==> src/rtl/jtag_bsr_chain.sv <==
// Parametrised boundary-scan register: N_IN input cells and N_OUT output cells on one TCLK
// domain. Adds a bypass bit, INTEST, a shift-length update guard and sticky error status.
module jtag_bsr_chain #(
  parameter int N_IN      = 36,
  parameter int N_OUT     = 38,
  parameter int LEN_CHECK = 1,
  localparam int L        = N_IN + N_OUT,
  localparam int CW       = $clog2(L + 1) + 1
) (
  input  logic             TCLK,
  input  logic             TRST,
  input  logic [1:0]       inst,
  input  logic             clockdr,
  input  logic             shiftdr,
  input  logic             updatedr,
  input  logic             err_clr,
  input  logic             TDI,
  output logic             TDO,
  input  logic [N_IN-1:0]  pin_in,
  output logic [N_IN-1:0]  core_in,
  input  logic [N_OUT-1:0] core_out,
  output logic [N_OUT-1:0] pin_out,
  output logic [CW-1:0]    shift_cnt,
  output logic             len_err,
  output logic             proto_err
);

  localparam logic [1:0] INST_EXTEST = 2'b00;
  localparam logic [1:0] INST_SAMPLE = 2'b01;
  localparam logic [1:0] INST_INTEST = 2'b10;
  localparam logic [1:0] INST_BYPASS = 2'b11;

  localparam logic [CW-1:0] CNT_FULL = CW'(L);
  localparam logic [CW-1:0] CNT_SAT  = '1;

  logic [L-1:0] sc;
  logic [L-1:0] ur;
  logic         byp;

  logic [1:0] n_strobe;
  logic       one_strobe;
  logic       multi_strobe;
  logic       do_capture;
  logic       do_shift;
  logic       do_update;
  logic       byp_mode;
  logic       len_ok;
  logic       upd_blocked;

  // A cycle with more than one DR strobe is a TAP protocol violation: no action, flag only.
  assign n_strobe     = {1'b0, clockdr} + {1'b0, shiftdr} + {1'b0, updatedr};
  assign one_strobe   = (n_strobe == 2'd1);
  assign multi_strobe = (n_strobe >= 2'd2);

  assign do_capture = clockdr  & one_strobe;
  assign do_shift   = shiftdr  & one_strobe;
  assign do_update  = updatedr & one_strobe;

  assign byp_mode = (inst == INST_BYPASS);

  // The counter saturates, so an over-long shift can never alias back to exactly L.
  assign len_ok      = (LEN_CHECK == 0) || (shift_cnt == CNT_FULL);
  assign upd_blocked = do_update & ~byp_mode & ~len_ok;

  // NOTE: all sequential state uses non-blocking assignments so every register samples
  // pre-edge values; sc and ur are flop vectors, not memories, so resetting them is intended.
  always_ff @(posedge TCLK or posedge TRST) begin
    if (TRST) begin
      sc        <= '0;
      ur        <= '0;
      byp       <= 1'b0;
      shift_cnt <= '0;
    end else begin
      if (do_capture) begin
        if (byp_mode) begin
          byp <= 1'b0;
        end else begin
          sc        <= {core_out, pin_in};
          shift_cnt <= '0;
        end
      end

      if (do_shift) begin
        if (byp_mode) begin
          byp <= TDI;
        end else begin
          sc <= {sc[L-2:0], TDI};
          if (shift_cnt != CNT_SAT) begin
            shift_cnt <= shift_cnt + CW'(1);
          end
        end
      end

      if (do_update && !byp_mode) begin
        if (len_ok) begin
          ur <= sc;
        end
        shift_cnt <= '0;
      end
    end
  end

  // Set has priority over err_clr so an error in the clearing cycle is never lost.
  always_ff @(posedge TCLK or posedge TRST) begin
    if (TRST) begin
      len_err   <= 1'b0;
      proto_err <= 1'b0;
    end else begin
      if (upd_blocked) begin
        len_err <= 1'b1;
      end else if (err_clr) begin
        len_err <= 1'b0;
      end

      if (multi_strobe) begin
        proto_err <= 1'b1;
      end else if (err_clr) begin
        proto_err <= 1'b0;
      end
    end
  end

  assign TDO = byp_mode ? byp : sc[L-1];

  assign core_in = (inst == INST_INTEST) ? ur[N_IN-1:0] : pin_in;

  assign pin_out = ((inst == INST_EXTEST) || (inst == INST_INTEST)) ? ur[L-1:N_IN]
                                                                     : core_out;

  // SAMPLE/PRELOAD is the fully transparent mode; named here for the decode above.
  logic sample_mode;
  assign sample_mode = (inst == INST_SAMPLE);

  logic unused_ok;
  assign unused_ok = sample_mode;

endmodule

==> config.mk <==
export PLATFORM = sky130hd
export DESIGN_NAME = jtag_bsr_chain
export DESIGN_NICKNAME = d
export VERILOG_FILES = /design/src/rtl/jtag_bsr_chain.sv
export SDC_FILE = /design/constraint.sdc
export NUM_CORES = 1
export LEC_CHECK = 0
export BUFFER_PORTS_ARGS = -buffer_cell sky130_fd_sc_hd__buf_2
export CAP_MARGIN = 0
export CORE_ASPECT_RATIO = 0.5
export CORE_MARGIN = 2
export CORE_UTILIZATION = 59
export DETAILED_ROUTE_END_ITERATION = 12
export PLACE_DENSITY = 0.95
export SLEW_MARGIN = 20
export SYNTH_ARGS = -nofsm -noshare
export SYNTH_HDL_FRONTEND = slang
export SYNTH_SLANG_ARGS = --single-unit
==> constraint.sdc <==
create_clock -name TCLK -period 19.55 [get_ports TCLK]
set_input_delay 5.865 -clock TCLK [delete_from_list [all_inputs] [get_ports TCLK]]
set_output_delay 5.865 -clock TCLK [all_outputs]
set_load 0.05 [all_outputs]
After elaboration in Yosys (flattened, before gate mapping)
Index checks and enable logic that the tools add are counted.
{ "totals": {"register_bits": 159, "wordCells": 49, "out_inout_bits": 85, "input_bits": 83} }
{ "op_classes": {"addsub": 3, "muxes": 20, "n_reduce_logical": 7, "n_bitwise": 7, "magnitude_cmp": 1, "eq_ne": 5} }
{ "ops": {"columns": ["op", "n"], "rows": [
  ["74-bit 2-to-1 mux", 4],
  ["8-bit 2-to-1 mux", 6],
  ["38-bit 2-to-1 mux", 1],
  ["36-bit 2-to-1 mux", 1],
  ["8-bit by 1-bit adder with 8-bit output, second input constant", 1],
  ["8-bit by 7-bit equality test with 1-bit output, second input constant", 1],
  ["1-bit 2-to-1 mux", 8],
  ["8-bit != test, second input constant", 1],
  ["1-bit AND", 5],
  ["2-bit equality test, second input constant", 2],
  ["2-bit nonzero test", 2],
  ["1-bit by 1-bit adder with 2-bit output", 1],
  ["2-bit by 1-bit adder with 2-bit output", 1],
  ["2-bit by 1-bit equality test with 1-bit output, second input constant", 1],
  ["2-bit greater-or-equal comparator, second input constant", 1],
  ["2-bit logical NOT", 1],
  ["1-bit inverter", 2],
  ["2-bit AND reduction", 1],
  ["1-bit logical AND", 1],
  ["1-bit logical NOT", 1],
  ["1-bit logical OR", 1]
]} }

Depth between registers and ports, before layout
{ "depth": {"ltp_word": 9, "ltp_mapped": 10, "mapped_depth_nobuf": 6} }

Worst setup path before layout
No wires, ideal clock.
{ "synth_timing": {"kind": "input port to output port", "from": "input port inst[0]", "to": "output port pin_out[27]", "slack_ns": 6.641, "t_required_ns": 13.685, "cell_stages": 3, "t_arrival_ns": 7.044, "n_path_buf": 2, "cell_sequence": "buf_1 buf_1 mux2_2"} }
{ "synth_via": {"elab_chain_cells": 3, "elab_cells_between_ends": 4, "classes_between": "eq/ne: 1; mux: 1; reduce/logical: 2"} }
{ "synth_lines": {"columns": ["element", "line_no", "rtl"], "rows": [
  ["start: declaration", "12", "input logic [1:0] inst,"],
  ["2-bit equality test or 2-bit logical NOT (tied branches)", "127", "assign pin_out = ((inst == INST_EXTEST) || (inst == INST_INTEST)) ? ur[L-1:N_IN]"],
  ["1-bit logical OR (*)", "127", null],
  ["38-bit 2-to-1 mux (*)", "127", null],
  ["end: declaration", "22", "output logic [N_OUT-1:0] pin_out,"]
]} }
Mark *: on every way between the ends. The rest lies on a longest branch, timed or not.

Worst setup path after layout
{ "layout_timing": {"from": "input port inst[0]", "to": "output port core_in[2]"} }
{ "layout_via": {"elab_chain_cells": 2} }
{ "layout_lines": {"columns": ["element", "line_no", "rtl"], "rows": [
  ["2-bit equality test", "125", "assign core_in = (inst == INST_INTEST) ? ur[N_IN-1:0] : pin_in;"],
  ["36-bit 2-to-1 mux", "125", null],
  ["end: declaration", "20", "output logic [N_IN-1:0] core_in,"]
]} }
No other way between the ends.

==> qor.txt <==
Initial antenna violation count -> 0
WL final -> 17500 um
Synthesized instance count -> 645
Total GRT Usage -> 0.250
Setup repair after global routing missed its margin -> false
WL/cell -> 17.9 um
Worst Path Arrival -> 7950 ps
Final setup violation count -> 0
RD Place Congestion -> 0.846
Flops & latches, synth -> 159
Die Area -> 14600 um2
Worst EP required -> 13680 ps
CTS tree -> built
GRT Residual Overflow -> 0
Final instance area -> 9500 um2
Clock Tree Buf Depth -> 2
Clk_lat worst skew -> 410 ps
Detailed Place HPWL -> 11400 um
Syn Nets -> 731
Setup CP Type -> input port to output port
CTS Sinks -> 159
Num CTS Buffers -> 17
Cell Area, Synth -> 8030 um2
Worst Setup Start Kind -> input port
Die extent in y -> 86.5 um
Worst slew pin tran -> 1080 ps
Layout Nets -> 876
Netlist cell types -> 38
Setup Fix Bufs, Post-CTS -> 0
Lkg Pwr -> 4.95 nW
Final Hold Vio Count -> 0
Worst-path clk slew -> 60 ps
Crit-path max FO -> 41
Die X -> 169 um
Final cycle utilization of the critical path -> 0.706
Dpl cell area -> 8830 um2
Hold slack -> 505 ps
Number of synthesis warnings -> 0
Htree depth -> 4
CORE AREA -> 13400 um2
DRT antenna net count -> 0
Row count -> 30
Hold-fix buffers, CTS -> 0
Starting Density -> 0.599
Outcome -> completed
PortBufs -> 167
# DRC -> 0
Area growth from synthesis to layout -> 18.3%
Share of layout cells above drive strength 1 -> 0.444
Pin count of the biggest net entering global routing -> 107
Routed via count -> 5622
Synthesized area per cell -> 12.4 um2
Critical Path Sink Type -> output port
Minimum clock period -> 13810 ps
Initial drt markers -> 315
Sequential area share after synthesis -> 0.496
I/O Pins -> 168
Hold/Removal Path Class -> register to register
P per Cell Area -> 107 nW/um2
Peak Freq -> 72.4 MHz
Count of maximum capacitance violations -> 0
Pins Over Slew Limit -> 0
Setup TNS -> 0 ps
Worst clock skew -> 10.4 ps
Post-Route Utilization -> 0.709
Vias per cell -> 5.75
Clock root buffer -> clkbuf_16
Vias in the first global route -> 5792
First-pass GRT wire length -> 28800 um
Slew margin rel. -> 0.280
Resize count post-CTS -> 0
TritonRoute pass-1 iters -> 5
Fillers -> 889
Power, Total -> 1.02 mW
Maximum vdd drop -> 53.9 uV
Yosys cell counts:
| cell | count | area share |
|---|---|---|
| nor2_4 | 1 | 0.0014 |
| fa_1 | 1 | 0.0025 |
| nand4_1 | 2 | 0.0016 |
| and4_1 | 1 | 0.0011 |
| nand4b_1 | 1 | 0.0011 |
| and2_0 | 1 | 0.00078 |
| a21o_1 | 1 | 0.00094 |
| a31o_2 | 1 | 0.0011 |
| inv_1 | 8 | 0.0037 |
| a2bb2oi_1 | 1 | 0.0011 |
| a211oi_1 | 3 | 0.0028 |
| o21a_1 | 1 | 0.00094 |
| nand2_1 | 80 | 0.037 |
| a22oi_1 | 1 | 0.00094 |
| clkbuf_1 | 11 | 0.0051 |
| or4_4 | 1 | 0.0014 |
| a311oi_1 | 1 | 0.0011 |
| mux2_2 | 89 | 0.12 |
| or3_1 | 3 | 0.0023 |
| dfrtp_1 | 159 | 0.50 |
| ha_1 | 2 | 0.0031 |
| buf_1 | 7 | 0.0033 |
| o311ai_0 | 1 | 0.0011 |
| buf_12 | 7 | 0.017 |
| a31oi_1 | 3 | 0.0023 |
| o211ai_1 | 3 | 0.0028 |
| or4_1 | 1 | 0.00094 |
| a41o_1 | 1 | 0.0012 |
| buf_2 | 17 | 0.011 |
| nand3_1 | 7 | 0.0044 |
| buf_4 | 3 | 0.0028 |
| and3_1 | 5 | 0.0039 |
| mux2i_1 | 73 | 0.091 |
| a21oi_1 | 6 | 0.0037 |
| o21ai_0 | 79 | 0.049 |
| mux2_4 | 60 | 0.11 |
| nor2b_1 | 2 | 0.0016 |
| nor2_1 | 1 | 0.00047 |
kinds of logic (layout without fill, tap and decap cells):
| kind of cell | after synthesis | in the layout | synth area share |
|---|---|---|---|
| DFF | 159 | 159 | 0.496 |
| AOI/OAI and AO/OA | 102 | 102 | 0.0694 |
| adders and majority gates | 3 | 3 | 0.00561 |
| buffers and inverters | 53 | 208 | 0.0430 |
| and+or+nand+nor | 106 | 106 | 0.0583 |
| muxes | 222 | 222 | 0.328 |
| other | 0 | 1 | 0 |
power by group:
group | total, mW | internal (mW) | switching, mW
sequential | 0.453 | 0.397 | 0.0567
combinational | 0.180 | 0.0697 | 0.110
clock | 0.382 | 0.251 | 0.132
total | 1.02 | 0.717 | 0.299
worst max-delay path, cell delays in order:
cell and delay, ps:
buf_2 440, nor2b_4 990, mux2_2 430, buf_2 220
per-layer routing:
metal	global-route usage	wire (um)	up-vias
met5	0	0	-
met3	0.0397	468	40
met1	0.311	7560	2861
met4	0.111	537	0
li1	-	-	2575
met2	0.439	8940	146
stage by stage:
| step | worst slack, ps | instances |
|---|---|---|
| 2_1_floorplan | 6640 | 645 |
| 3_3_place_gp | 5850 | 947 |
| 3_5_place_dp | 5740 | 947 |
| 4_1_cts | 5740 | 976 |
| 5_1_grt | 5640 | 976 |
| 6_report | 5740 | 977 |
registers in the layout, summed over array words and instances (netlist names):
name / count
byp: 1
len_err: 1
proto_err: 1
sc: 74
shift_cnt: 8
ur: 74
final timing paths:
check	start	end	slack [ps]	cells after the start
setup / recovery	inst[0]	core_in[2]	5740	4
hold / removal	ur[37]$_DFFE_PP0P_	ur[37]$_DFFE_PP0P_	510	1
min in group asynchronous	TRST	ur[5]$_DFFE_PP0P_	5620	2
max in group asynchronous	TRST	sc[63]$_DFF_PP0_	12570	3
hold reg to reg	ur[37]$_DFFE_PP0P_	ur[37]$_DFFE_PP0P_	510	1
setup reg to reg	shift_cnt[0]$_DFF_PP0_	ur[41]$_DFFE_PP0P_	16120	7
cells in the final DEF, fill, tap and decap left out, drive strengths merged, types with 2 or more instances in the layout:
master,instances
a31oi,3
and3,5
dfrtp,159
bufinv,7
buf,171
or3,3
clkbuf,18
nor2b,2
a211oi,3
nand2,80
nand3,7
ha,2
o21ai,79
mux2,149
o211ai,3
inv,8
nor2,2
nand4,2
or4,2
a21oi,6
mux2i,73
clkinv,3
final cells by class:
cell class,instances,area [um2],area share
inverter,8,35.0,0.00369
clock buffer,18,429,0.0452
sequential,159,3980,0.419
antenna,1,2.50,0.000263
clock inverter,11,240,0.0253
multi-input combinational,433,3730,0.392
timing repair buffer,171,866,0.0911
tap,176,220,0.0232
No activity file was read; power rests on OpenSTA's default activity.
